--- src/rtl/debug_unit_loader.sv ---
// debug_unit_loader: loads instruction memory from UART bytes (LSB-first words) and
// gates the MIPS clock enable in continuous or single-step mode after a HALT word.
module debug_unit_loader #(
  parameter int LEN = 32,
  parameter int ADDR_WIDTH = 10
) (
  input  logic                  CLK100MHZ,
  input  logic                  SWITCH_RESET,
  input  logic [7:0]            rx_data,
  input  logic                  rx_done,
  input  logic                  halt_in,
  output logic                  imem_wr_en,
  output logic [ADDR_WIDTH-1:0] imem_addr,
  output logic [LEN-1:0]        imem_data,
  output logic                  mips_clk_en,
  output logic                  mips_reset,
  output logic                  run_done,
  output logic [2:0]            state_out
);
  localparam logic [2:0] S_IDLE = 3'd0;
  localparam logic [2:0] S_PROG = 3'd1;
  localparam logic [2:0] S_WAIT = 3'd2;
  localparam logic [2:0] S_RUN  = 3'd3;
  localparam logic [2:0] S_STEP = 3'd4;
  localparam logic [2:0] S_DONE = 3'd5;
  logic [2:0]            state_q, state_d;
  logic [ADDR_WIDTH-1:0] addr_q, addr_d;
  logic [1:0]            cnt_q, cnt_d;
  logic [LEN-1:0]        word_q, word_d, data_q, data_d, full;
  logic                  wr_en_q, wr_en_d, clk_en_q, clk_en_d, mreset_q, mreset_d, done_q, done_d, step;
  assign full = {rx_data, word_q[LEN-9:0]};
  always_comb begin
    state_d = state_q;
    addr_d  = wr_en_q ? addr_q + 1'b1 : addr_q;
    cnt_d   = cnt_q;
    word_d  = word_q;
    data_d  = data_q;
    wr_en_d = 1'b0;
    step    = 1'b0;
    case (state_q)
      S_IDLE: state_d = (rx_done && rx_data == 8'h01) ? S_PROG : S_IDLE;
      S_PROG: if (rx_done) begin
        if (cnt_q == 2'd3) begin
          wr_en_d = 1'b1;
          data_d  = full;
          cnt_d   = 2'd0;
          word_d  = '0;
          state_d = (full[LEN-1:LEN-6] == 6'b111111) ? S_WAIT : S_PROG;
        end else begin
          word_d[{cnt_q, 3'b000} +: 8] = rx_data;
          cnt_d = cnt_q + 2'd1;
        end
      end
      S_WAIT: if (rx_done)
        state_d = rx_data == 8'h02 ? S_RUN : rx_data == 8'h03 ? S_STEP : rx_data == 8'h05 ? S_IDLE : S_WAIT;
      S_RUN:  state_d = halt_in ? S_DONE : S_RUN;
      // halt takes priority over a step request arriving in the same cycle
      S_STEP: if (halt_in) state_d = S_DONE;
        else if (rx_done) begin
          step    = rx_data == 8'h06;
          state_d = rx_data == 8'h05 ? S_IDLE : S_STEP;
        end
      S_DONE: state_d = (rx_done && rx_data == 8'h05) ? S_IDLE : S_DONE;
      default: state_d = S_IDLE;
    endcase
    if (state_d == S_IDLE) begin
      addr_d = '0;
      cnt_d  = '0;
      word_d = '0;
    end
    clk_en_d = (state_d == S_RUN) || step;
    mreset_d = state_d <= S_WAIT;
    done_d   = state_d == S_DONE;
  end
  always_ff @(posedge CLK100MHZ) begin
    if (SWITCH_RESET) begin
      state_q  <= S_IDLE;
      addr_q   <= '0;
      cnt_q    <= '0;
      word_q   <= '0;
      data_q   <= '0;
      wr_en_q  <= 1'b0;
      clk_en_q <= 1'b0;
      mreset_q <= 1'b1;
      done_q   <= 1'b0;
    end else begin
      state_q  <= state_d;
      addr_q   <= addr_d;
      cnt_q    <= cnt_d;
      word_q   <= word_d;
      data_q   <= data_d;
      wr_en_q  <= wr_en_d;
      clk_en_q <= clk_en_d;
      mreset_q <= mreset_d;
      done_q   <= done_d;
    end
  end
  assign imem_wr_en  = wr_en_q;
  assign imem_addr   = addr_q;
  assign imem_data   = data_q;
  assign mips_clk_en = clk_en_q;
  assign mips_reset  = mreset_q;
  assign run_done    = done_q;
  assign state_out   = state_q;
endmodule

--- config.mk ---
export PLATFORM = sky130hd
export DESIGN_NAME = debug_unit_loader
export DESIGN_NICKNAME = d
export VERILOG_FILES = /design/src/rtl/debug_unit_loader.sv
export SDC_FILE = /design/constraint.sdc
export NUM_CORES = 1
export LEC_CHECK = 0
export CAP_MARGIN = 30
export CORE_MARGIN = 3
export CORE_UTILIZATION = 46
export CTS_CLUSTER_SIZE = 12
export DETAILED_ROUTE_END_ITERATION = 10
export PLACE_DENSITY = 0.76
export REMOVE_ABC_BUFFERS = 1
export SLEW_MARGIN = 20
export SYNTH_ARGS = -nofsm -noshare
export SYNTH_HDL_FRONTEND = slang
export SYNTH_SLANG_ARGS = --single-unit
export TNS_END_PERCENT = 5
--- constraint.sdc ---
create_clock -name CLK100MHZ -period 4.2 [get_ports CLK100MHZ]
set_input_delay 0.84 -clock CLK100MHZ [delete_from_list [all_inputs] [get_ports CLK100MHZ]]
set_output_delay 0.84 -clock CLK100MHZ [all_outputs]
set_load 0.02 [all_outputs]
# Word-level counts from Yosys, hierarchy flattened
# Index checks and enable logic that the tools add are counted.
[word_totals] register_bits=83 elab_cells=61
[op_classes] addsub=3 order_cmp=1 eq_ne=14 shifts=2 n_mux=21 bitwise_logic=2 reduce_logical=9
[op_table] cell="32-bit bitwise mux" n=1
[op_table] cell="32-bit 2-to-1 mux" n=1
[op_table] cell="8-bit by 7-bit variable shift with 32-bit output (first input constant)" n=1
[op_table] cell="8-bit by 7-bit variable part select with 32-bit output" n=1
[op_table] cell="3-bit 2-to-1 mux" n=10
[op_table] cell="3-bit one-hot mux with 6 select lines" n=1
[op_table] cell="8-bit by 2-bit == test with 1-bit output (second input constant)" n=2
[op_table] cell="8-bit by 3-bit == test with 1-bit output (second input constant)" n=2
[op_table] cell="10-bit by 1-bit adder with 10-bit output (second input constant)" n=1
[op_table] cell="3-bit by 2-bit == test with 1-bit output (second input constant)" n=3
[op_table] cell="3-bit == test (second input constant)" n=3
[op_table] cell="8-bit by 1-bit == test with 1-bit output (second input constant)" n=1
[op_table] cell="5-bit negation with 7-bit output" n=1
[op_table] cell="6-bit == test (second input constant)" n=1
[op_table] cell="3-bit logical NOT" n=2
[op_table] cell="2-bit 2-to-1 mux" n=3
[op_table] cell="1-bit 2-to-1 mux" n=5
[op_table] cell="3-bit by 1-bit == test with 1-bit output (second input constant)" n=1
[op_table] cell="3-bit by 2-bit less-or-equal comparator with 1-bit output (second input constant)" n=1
[op_table] cell="3-bit AND reduction" n=1
[op_table] cell="3-bit OR reduction" n=1
[op_table] cell="2-bit by 1-bit adder with 2-bit output (second input constant)" n=1
[op_table] cell="2-bit == test (second input constant)" n=1
[op_table] cell="1-bit logical AND" n=2
[op_table] cell="other kinds (4)" n=5

# Longest topological paths before layout
# Gate-level depths: netlist (run 1).
[depth] ltp_word=8 depth_mapped=9

# Least setup slack after synthesis (run 1)
# OpenSTA, ideal clock, no wires.
[synth_path] kind="in2reg" startpoint="input rx_data[2]" endpoint="register word_q[10]" setup_time_ns=0.117 arrival_ns=2.302 required_time_ns=4.083 slack_ns=1.780 cell_stages=8 path_cell_list="clkbuf_8 > and4_2 > a31o_2 > and3_1 > buf_2 > o31ai_4 > buf_6 > nor2_1"
[synth_between] elab_chain_cells=8
[synth_lines] item="start: declaration" line_no="9" text="input logic [7:0] rx_data,"
[synth_lines] item="8-bit by 3-bit == test with 1-bit output" line_no="55, 61, 63"
[synth_lines] item="2-bit 2-to-1 mux" line_no="55" text="state_d = rx_data == 8'h02 ? S_RUN : rx_data == 8'h03 ? S_STEP : rx_data == 8'h05 ? S_IDLE : S_WAIT;"
[synth_lines] item="3-bit 2-to-1 mux (2 in a row)" line_no="55"
[synth_lines] item="3-bit 2-to-1 mux" line_no="54" text="S_WAIT: if (rx_done)"
[synth_lines] item="3-bit one-hot mux with 6 select lines" line_no="40" text="case (state_q)"
[synth_lines] item="3-bit logical NOT" line_no="66" text="if (state_d == S_IDLE) begin"
[synth_lines] item="2-bit OR reduction (no line)"
[synth_lines] item="end signal: assignment" line_no="90" text="word_q <= word_d;"
[synth_lines] item="end: declaration" line_no="29" text="logic [LEN-1:0] word_q, word_d, data_q, data_d, full;"
# Parallel ways exist; a longest one is shown, timed or not.
# A chain may end at the register's enable or synchronous reset.

# Worst setup path in the final report (run 1)
[layout_path] startpoint="input rx_data[3]" endpoint="register word_q[17]"
# The elaborated chain is that of the path after synthesis.

==> flow_summary_export.csv, run 1 <==
group,metric,value,unit
synthesis,syn_area_per_cell,8.91,um^2
worst_setup_path,worst_path_largest_cell_delay,550,ps
route,remaining_drc_errors,0,
sta,rsz0062_at_grt,"false",
cts,clk_transition_reported_paths,70,ps
grt,grt_total_usage,18.0,%
finish,final_common_cell,"dfxtp_1",
finish,most_used_cells_in_the_layout_excluding_fill_and_tap_cells,"dfxtp_1, nand2_1, clkdlybuf4s50_1",
worst_setup_path,timing.rr.end,"word_q[17]",
min_path,holdCritPathClass,"reg2reg",
route,drt_pre_antenna_iters,4,
worst_setup_path,worst_r2r_startpoint,"cnt_q[0]",
min_path,min_to,"imem_data[30]",
route,drt-wirelength-per-cell,13.7,um
cts,htree_levels,3,
grt,global_route_wire_length_before_repair,10900,um
finish,final.fill_count,550,
min_path,worstHoldStart,"imem_data[30]",
route,detailroute.via_count,2464,
synthesis,netlist-cell-type-count,42,
worst_setup_path,required,4410,ps
grt,pin_count_of_the_biggest_net_entering_global_routing,37,
worst_setup_path,bufs_and_invs_on_worst_path,2,
sta,finalWorstSetupSlack,1420,ps
finish,antenna_cells,0,
sta,hold_violations,0,
grt,antenna_found_initial,0,
min_path,timing.hold.worst_path_depth,2,
worst_setup_path,critical-path-top-delay-family,"buffers and inverters",
sta,final_setup_skew,8.34,ps
sta,timing.final.max_slew_violations,0,
die,ios,61,
die,start_util,49.2,%
power,leakagePower,1.23,nW
power,power_dens_cells,326,mW/mm^2
synthesis,synth.yosys.seq_area_share,49.7,%
worst_setup_path,r2r_cells,7,
cts,cts.repair_timing.setup_buffer_count,0,
worst_setup_path,criticalPathCategory,"in2reg",
placement,place.port_buffers,60,
synthesis,syn_inst,339,
sta,period_needed,2780,ps
worst_setup_path,critical_path.cell_chain,"clkdlybuf4s50_1, nor4_4, a311oi_1, a211o_1, o31ai_4, buf_4, nor2_1",
worst_setup_path,rrSetupSlack,1990,ps
cts,cts.repair.resized,0,
finish,area_delta_synth_final,24.6,%
sta,report.final.setup_viol,0,
finish,drive_gt1_share,7.30,%
cts,cts_root_buffer,"clkbuf_8",
worst_setup_path,timing.critical_path.arrival,2990,ps
die,fp.dieH,87.0,um
job,max-cap-violations,0,
worst_setup_path,setup.worst_path.end_class,"flip-flop",
synthesis,synth_warnings,0,
cts,cts_hold_buffers,0,
run_status,status,"complete, no violations",
die,design.die.area,0.00757,mm^2
sta,post-route-period-util,66.2,%
cts,cts.sinks,75,
route,vias_per_cell,5.22,
cts,clk_lat_worst_skew,340,ps
worst_setup_path,timing.critical_path.fanout_max,36,
placement,detailedPlace.worstSlack,1090,ps
die,core-area,0.00613,mm^2
route,drtIter0Drc,141,
finish,multi_input_comb_area,0.00132,mm^2
synthesis,netlist_area,0.00302,mm^2
worst_setup_path,crit_path_start_kind,"input pin",
die,row_count,28,
worst_setup_path,timing.critical_path.slowest_stage_cell,"clkdlybuf4s50_1",
worst_setup_path,startpoint,"rx_data[3]",
grt,number_of_global_route_vias_before_repair,2352,
placement,globalplace.congestion,0.892,
route,detail-route-antenna-nets,0,
cts,numCtsBuffers,9,
die,floorplan.die.width,87.0,um
route,routed_wirelength,6490,um
placement,post-dp-hpwl,4540,um
sta,relative_max_transition_margin,53.5,%
sta,maxClockFrequency,0.360,GHz
sta,totalNegativeSetupSlack,0,ps
synthesis,synth_register_bits,75,
grt,grt_overflow,0,
finish,seqCellArea,0.00150,mm^2
power,worst_ir_drop_vdd,0.172,mV
cts,max-clock-path-buffers,2,
finish,finalNetCount,410,
cts,tritoncts,"yes",
sta,tightestPinTransition,693,ps
[registers in the layout, indices dropped and copies added, names as in the netlist]
| signal | cells |
|---|---|
| cnt_q | 2 |
| imem_addr | 10 |
| imem_data | 32 |
| imem_wr_en | 1 |
| mips_clk_en | 1 |
| mips_reset | 1 |
| run_done | 1 |
| state_out | 3 |
| word_q | 24 |
[cells in the mapped netlist (all sizes together)]
library cell,instances,area share (%)
inv,6,0.75
a311o,1,0.37
nand4b,1,0.29
ha,6,2.5
mux2i,1,0.33
a21oi,35,5.8
and2,4,0.83
nand2b,1,0.21
a21o,1,0.25
o2bb2ai,1,0.29
a22oi,24,6.0
dfxtp,75,50
and4,3,0.99
nor2,43,5.3
a22o,1,0.33
a311oi,2,0.58
nor3,1,0.17
nor3b,3,0.91
nand4,5,1.0
nor2b,2,0.41
xor2,7,2.0
and4b,2,0.66
and3b,1,0.33
a211o,1,0.29
o21ai,2,0.33
nand3,5,0.83
clkdlybuf4s25,1,0.33
a31o,1,0.29
nor4b,1,0.29
clkbuf,14,3.1
xnor2,3,0.87
nor4bb,2,0.66
o31ai,1,0.70
nor4,1,0.70
nand2,70,8.7
buf,9,2.4
and3,2,0.41
[stage by stage]
stage / cell area, um^2 / power, mW / hold WS (ps) / utilization (%) / instances
finish: 3760 / 1.23 / 455 / 61.3 / 472
detailed placement: 3590 / 0.759 / 447 / 58.5 / 456
CTS: 3760 / 1.24 / 457 / 61.3 / 472
global placement: 3570 / 0.759 / 443 / 58.2 / 454
global route: 3760 / 1.28 / 477 / 61.3 / 472
floorplan: 2840 / 0.733 / 426 / - / 315
[metal layers]
layer | vias up | track usage (%) | wire length, um
met5 | - | 0 | 0
met4 | 0 | 4.82 | 68
met3 | 8 | 5.30 | 357
met2 | 55 | 29.4 | 3150
met1 | 1141 | 23.3 | 2920
li1 | 1260 | - | -
[tightest hold or removal path: stages (launching register included)]
cell     delay [ps]
dfxtp_1         310
nand2_1          50
a21oi_1          50
[final cells by class]
| type | instances | area share [%] |
|---|---|---|
| Tap cell | 75 | 2.50 |
| Clock buffer | 14 | 4.32 |
| Timing Repair Buffer | 66 | 17.3 |
| Multi-Input combinational cell | 234 | 35.1 |
| Sequential cell | 75 | 39.9 |
| Clock inverter | 2 | 0.266 |
| Inverter | 6 | 0.599 |
[report_power, final]
group          total, mW  internal, mW  switching [mW]
clock network      0.484         0.246           0.238
registers          0.711         0.711       0.0000597
logic             0.0325        0.0132          0.0194
[worst max-delay path by stage]
| stage | to | depth (start not counted) |
|---|---|---|
| after global routing | word_q[14] | 7 |
| after floorplan | cnt_q[0] | 5 |
| after detailed placement | word_q[7] | 7 |
| after CTS | word_q[7] | 7 |
| final | word_q[17] | 7 |
| after global placement | word_q[22] | 7 |
[cells by family after synthesis]
logic type                 Yosys count  synth area share [%]
AOI/OAI and AO/OA                   70                  15.2
adders and majority gates            6                  2.49
xor gates and xnor gates            10                  2.90
and+or+nand+nor                    147                  22.8
DFF                                 75                  49.7
buffers and inverters               30                  6.55
muxes                                1                 0.332
Note: power is estimated with default switching activity, not from simulation.
==> inputs of run 2 (changes only) <==
Clock period 4.2 ns to 2.7 ns, I/O delays scaled along.
==> flow_summary_export.csv, run 2 (synthesized netlist as in run 1, its figures left out) <==
group,metric,value,unit
run_status,status,"complete, no violations",
worst_setup_path,criticalPathCategory,"in2reg",
worst_setup_path,bufs_and_invs_on_worst_path,2,
min_path,min_to,"imem_data[21]",
worst_setup_path,worst_r2r_startpoint,"cnt_q[0]",
route,drt_pre_antenna_iters,4,
worst_setup_path,crit_path_start_kind,"input pin",
grt,grt_overflow,0,
die,fp.dieH,87.0,um
cts,cts.sinks,75,
sta,final_setup_skew,6.60,ps
sta,rsz0062_at_grt,"false",
power,worst_ir_drop_vdd,0.288,mV
die,design.die.area,0.00757,mm^2
grt,grt_total_usage,19.5,%
finish,finish.utilization,63.9,%
finish,final_common_cell,"dfxtp_1",
route,detailroute.via_count,2578,
die,floorplan.die.width,87.0,um
min_path,worstHoldStart,"word_q[21]",
route,detail-route-antenna-nets,0,
worst_setup_path,timing.critical_path.slowest_stage_cell,"clkdlybuf4s50_1",
route,drtIter0Drc,168,
worst_setup_path,required,2930,ps
worst_setup_path,critical-path-top-delay-family,"buffers and inverters",
placement,place.port_buffers,60,
placement,post-dp-hpwl,4870,um
worst_setup_path,timing.rr.end,"word_q[22]",
worst_setup_path,setup.worst_path.end_class,"flip-flop",
placement,placement.cell_area,0.00368,mm^2
finish,area_delta_synth_final,29.8,%
finish,post-route-cell-area,0.00392,mm^2
sta,period_needed,2260,ps
sta,tightestPinTransition,600,ps
worst_setup_path,worst_path_largest_cell_delay,510,ps
sta,report.final.setup_viol,0,
sta,totalNegativeSetupSlack,0,ps
sta,timing.hold.ws,456,ps
die,ios,61,
finish,antenna_cells,0,
finish,finalNetCount,422,
cts,cts_root_buffer,"clkbuf_8",
grt,number_of_global_route_vias_before_repair,2455,
min_path,timing.hold.worst_path_depth,2,
sta,hold_violations,0,
worst_setup_path,rrSetupSlack,570,ps
finish,largest_reg_flops,32,
route,drt-wirelength-per-cell,14.3,um
cts,cts_hold_buffers,0,
die,start_util,49.2,%
power,leakagePower,1.32,nW
worst_setup_path,critical_path.cell_chain,"clkdlybuf4s50_1, nor4_4, a311oi_1, a211o_1, o31ai_4, buf_12, nor2_1",
power,overall_power,2.16,mW
finish,drive_gt1_share,10.8,%
grt,pin_count_of_the_biggest_net_entering_global_routing,37,
cts,tritoncts,"yes",
cts,numCtsBuffers,9,
sta,timing.final.max_slew_violations,0,
worst_setup_path,timing.critical_path.fanout_max,36,
finish,multi_input_comb_area,0.00132,mm^2
cts,clk_lat_worst_skew,340,ps
finish,seqCellArea,0.00150,mm^2
sta,maxClockFrequency,0.443,GHz
min_path,holdCritPathClass,"reg2reg",
die,core-area,0.00613,mm^2
power,power_dens_cells,550,mW/mm^2
cts,htree_levels,3,
worst_setup_path,r2r_cells,7,
cts,cts.repair.resized,0,
grt,global_route_wire_length_before_repair,11700,um
finish,most_used_cells_in_the_layout_excluding_fill_and_tap_cells,"dfxtp_1, nand2_1, clkdlybuf4s50_1",
cts,cts.repair_timing.setup_buffer_count,0,
cts,max-clock-path-buffers,2,
cts,clk_transition_reported_paths,80,ps
grt,antenna_found_initial,0,
sta,relative_max_transition_margin,59.7,%
die,row_count,28,
worst_setup_path,timing.critical_path.arrival,2490,ps
finish,final.fill_count,499,
job,max-cap-violations,0,
route,remaining_drc_errors,0,
placement,globalplace.congestion,0.889,
route,vias_per_cell,5.33,
route,routed_wirelength,6920,um
sta,post-route-period-util,83.6,%
-- run 2: cell types whose count changed in the layout (fill, tap and decap cells not counted), sizes merged --
cell and delta:
bufinv +2, clkbuf -3, buf +12, inv +1
-- run 2: worst max path at each step --
stage,from,endpoint,slack (ps),cells after the start
after CTS,rx_data[7],word_q[22],450,7
after floorplan,rx_data[7],cnt_q[0],370,5
final,rx_data[3],word_q[22],440,7
after global routing,rx_done,word_q[4],270,6
after global placement,rx_data[7],word_q[17],150,7
after detailed placement,rx_data[2],imem_addr[8],100,8
-- run 2: power by group --
group / switching [mW] / internal, mW / total (mW)
clock: 0.414 / 0.574 / 0.988
combinational: 0.0333 / 0.0299 / 0.0632
sequential: 0.0000786 / 1.10 / 1.10
-- run 2: worst reg2reg max path: stages, from the launching register on --
cell and delay (ps):
dfxtp_1 430, ha_1 350, and4_2 280, a311o_2 170
nand4_1 180, o31ai_4 300, buf_12 240, nor2_1 70
-- run 2: metal layers --
layer | vias to the layer above | global-route usage, % | part of all wire, %
met5 | - | 0 | 0
met4 | 0 | 6.37 | 1.2
met3 | 8 | 5.58 | 6.6
met2 | 86 | 32.1 | 49
met1 | 1207 | 24.6 | 43
li1 | 1277 | - | -
-- run 2: layout make-up --
class / instances / share of cell area [%]
Sequential cell: 75 / 38.3
Multi-Input combinational cell: 234 / 33.7
Timing Repair Buffer: 78 / 19.0
Clock buffer: 11 / 3.86
Tap cell: 75 / 2.40
Clock inverter: 5 / 2.11
Inverter: 6 / 0.575
-- run 2: per-stage QoR --
step,setup slack [ps],std cells
6_report,443,484
5_1_grt,274,484
4_1_cts,452,484
3_5_place_dp,99.5,468
3_3_place_gp,149,467
2_1_floorplan,374,315
==> inputs of run 3 (changes only) <==
Settings changed: PLACE_DENSITY 0.76 to 0.79.
Clock period 2.7 ns to 1.9 ns, I/O delays scaled along.
==> flow_summary_export.csv, run 3 (synthesized netlist as in run 1, its figures left out) <==
group,metric,value,unit
placement,detailedPlace.worstSlack,-526,ps
job,max-cap-violations,0,
cts,cts_root_buffer,"clkbuf_8",
route,detail-route-antenna-nets,0,
finish,most_used_cells_in_the_layout_excluding_fill_and_tap_cells,"nand2_1, dfxtp_1, clkdlybuf4s50_1",
finish,finish.utilization,69.8,%
cts,clk_transition_reported_paths,70,ps
cts,cts_hold_buffers,0,
min_path,holdCritPathClass,"in2reg",
finish,area_delta_synth_final,41.8,%
die,core-area,0.00613,mm^2
sta,rsz0062_at_grt,"true",
min_path,timing.hold.worst_path_depth,3,
die,fp.dieH,87.0,um
route,drt_pre_antenna_iters,4,
grt,grt_total_usage,21.6,%
cts,tritoncts,"yes",
sta,maxClockFrequency,0.519,GHz
route,drt-wirelength-per-cell,15.4,um
grt,pin_count_of_the_biggest_net_entering_global_routing,24,
placement,post-dp-hpwl,5000,um
route,remaining_drc_errors,0,
run_status,status,"finished, violations left",
route,drtIter0Drc,159,
finish,finalNetCount,445,
route,routed_wirelength,7800,um
sta,post-route-period-util,102,%
worst_setup_path,timing.critical_path.arrival,2180,ps
placement,place.detailed.instances,479,
power,power_frac_seq,50.8,%
sta,tightestPinTransition,587,ps
power,power.clock.fraction,46.1,%
cts,clk_lat_worst_skew,360,ps
finish,drive_gt1_share,20.4,%
cts,cts.sinks,75,
cts,max-clock-path-buffers,2,
power,net-switching-power,0.661,mW
die,ios,61,
sta,period_needed,1930,ps
power,pwr-share-comb,3.2,%
worst_setup_path,timing.critical_path.fanout_max,9,
route,detailroute.via_count,2756,
worst_setup_path,criticalPathCategory,"reg2reg",
sta,finalWorstSetupSlack,-28.6,ps
power,switching_share,21.4,%
placement,globalplace.congestion,0.945,
finish,largest_reg_flops,32,
grt,grt_overflow,0,
run_status,violations,"negative setup slack",
die,start_util,49.2,%
power,worst_ir_drop_vdd,0.391,mV
power,power_dens_cells,721,mW/mm^2
worst_setup_path,setup.worst_path.end_class,"flip-flop",
placement,place.port_buffers,60,
finish,post_layout_nonfiller_instances,507,
grt,global_route_wire_length_before_repair,12800,um
cts,numCtsBuffers,9,
sta,relative_max_transition_margin,60.6,%
finish,antenna_cells,0,
die,floorplan.die.width,87.0,um
die,row_count,28,
die,design.die.area,0.00757,mm^2
grt,number_of_global_route_vias_before_repair,2775,
route,vias_per_cell,5.44,
sta,report.final.setup_viol,9,
worst_setup_path,required,2150,ps
grt,antenna_found_initial,0,
sta,hold_violations,0,
sta,timing.final.max_slew_violations,0,
power,p_int,2.43,mW
cts,htree_levels,3,
power,leakagePower,1.52,nW
worst_setup_path,r2r_cells,9,
sta,final_setup_skew,8.35,ps
sta,totalNegativeSetupSlack,-197,ps
worst_setup_path,crit_path_start_kind,"flip-flop",
==> run 3: cell types whose count changed in the layout (fill, tap and decap cells not counted), moves of 4 or more <==
cell	before	now
nor2_2	0	5
buf_4	16	29
dlygate4sd2_1	0	4
clkdlybuf4s50_1	60	50
nor2_1	43	38
buf_6	0	5
dfxtp_1	75	70
==> run 3: power groups by stage <==
stage / Combinational, mW / Clock, mW / Sequential [mW]
global placement: 0.0922 / 0 / 1.61
global route: 0.102 / 1.48 / 1.57
finish: 0.0975 / 1.42 / 1.57
detailed placement: 0.0934 / 0 / 1.61
CTS: 0.0967 / 1.43 / 1.57
floorplan: 0.0124 / 0 / 1.61
==> run 3: final timing paths <==
check	from	slack [ps]	to
min	rx_data[2]	400	imem_data[26]
min reg2reg	imem_data[17]	460	imem_data[17]
max reg2reg	state_out[0]	-30	word_q[5]
max	state_out[0]	-30	word_q[5]
==> run 3: what timing repair did <==
action | in CTS | in global routing
setup buffers | 9 | 0
resized for setup | 39 | 14
pin swaps | 8 | 0
setup endpoints to repair | 37 | 38
cloned | 3 | 0
==> run 3: stage by stage <==
stage | power (mW) | hold slack (ps) | cell area [um^2]
floorplan | 1.62 | 426 | 2840
global placement | 1.70 | 444 | 3780
global route | 3.15 | 406 | 4280
CTS | 3.09 | 458 | 4260
finish | 3.09 | 402 | 4280
detailed placement | 1.70 | 448 | 3780
==> run 3: layout make-up <==
class,instances,area [um^2]
Fill cell,450,1850
Multi-Input combinational cell,234,1400
Inverter,6,22.5
Tap cell,75,93.8
Clock buffer,11,151
Sequential cell,75,1510
Clock inverter,5,83.8
Timing Repair Buffer,101,1020
==> run 3: critical path, cell delays in order, from the launching register on <==
cell and delay [ps]:
dfxtp_4 390, nor2b_1 150, a22o_2 210, a211o_1 340, o31ai_4 230, buf_6 150, buf_6 100, buf_12 90
buf_16 120, nor2_1 50
==> run 3: routing by layer <==
| layer | vias up | share of wire, % | GRT usage (%) |
|---|---|---|---|
| met2 | 93 | 50 | 36.9 |
| met5 | - | 0 | 0 |
| met3 | 13 | 5.7 | 5.20 |
| li1 | 1324 | - | - |
| met1 | 1326 | 43 | 24.9 |
| met4 | 0 | 1.9 | 11.5 |
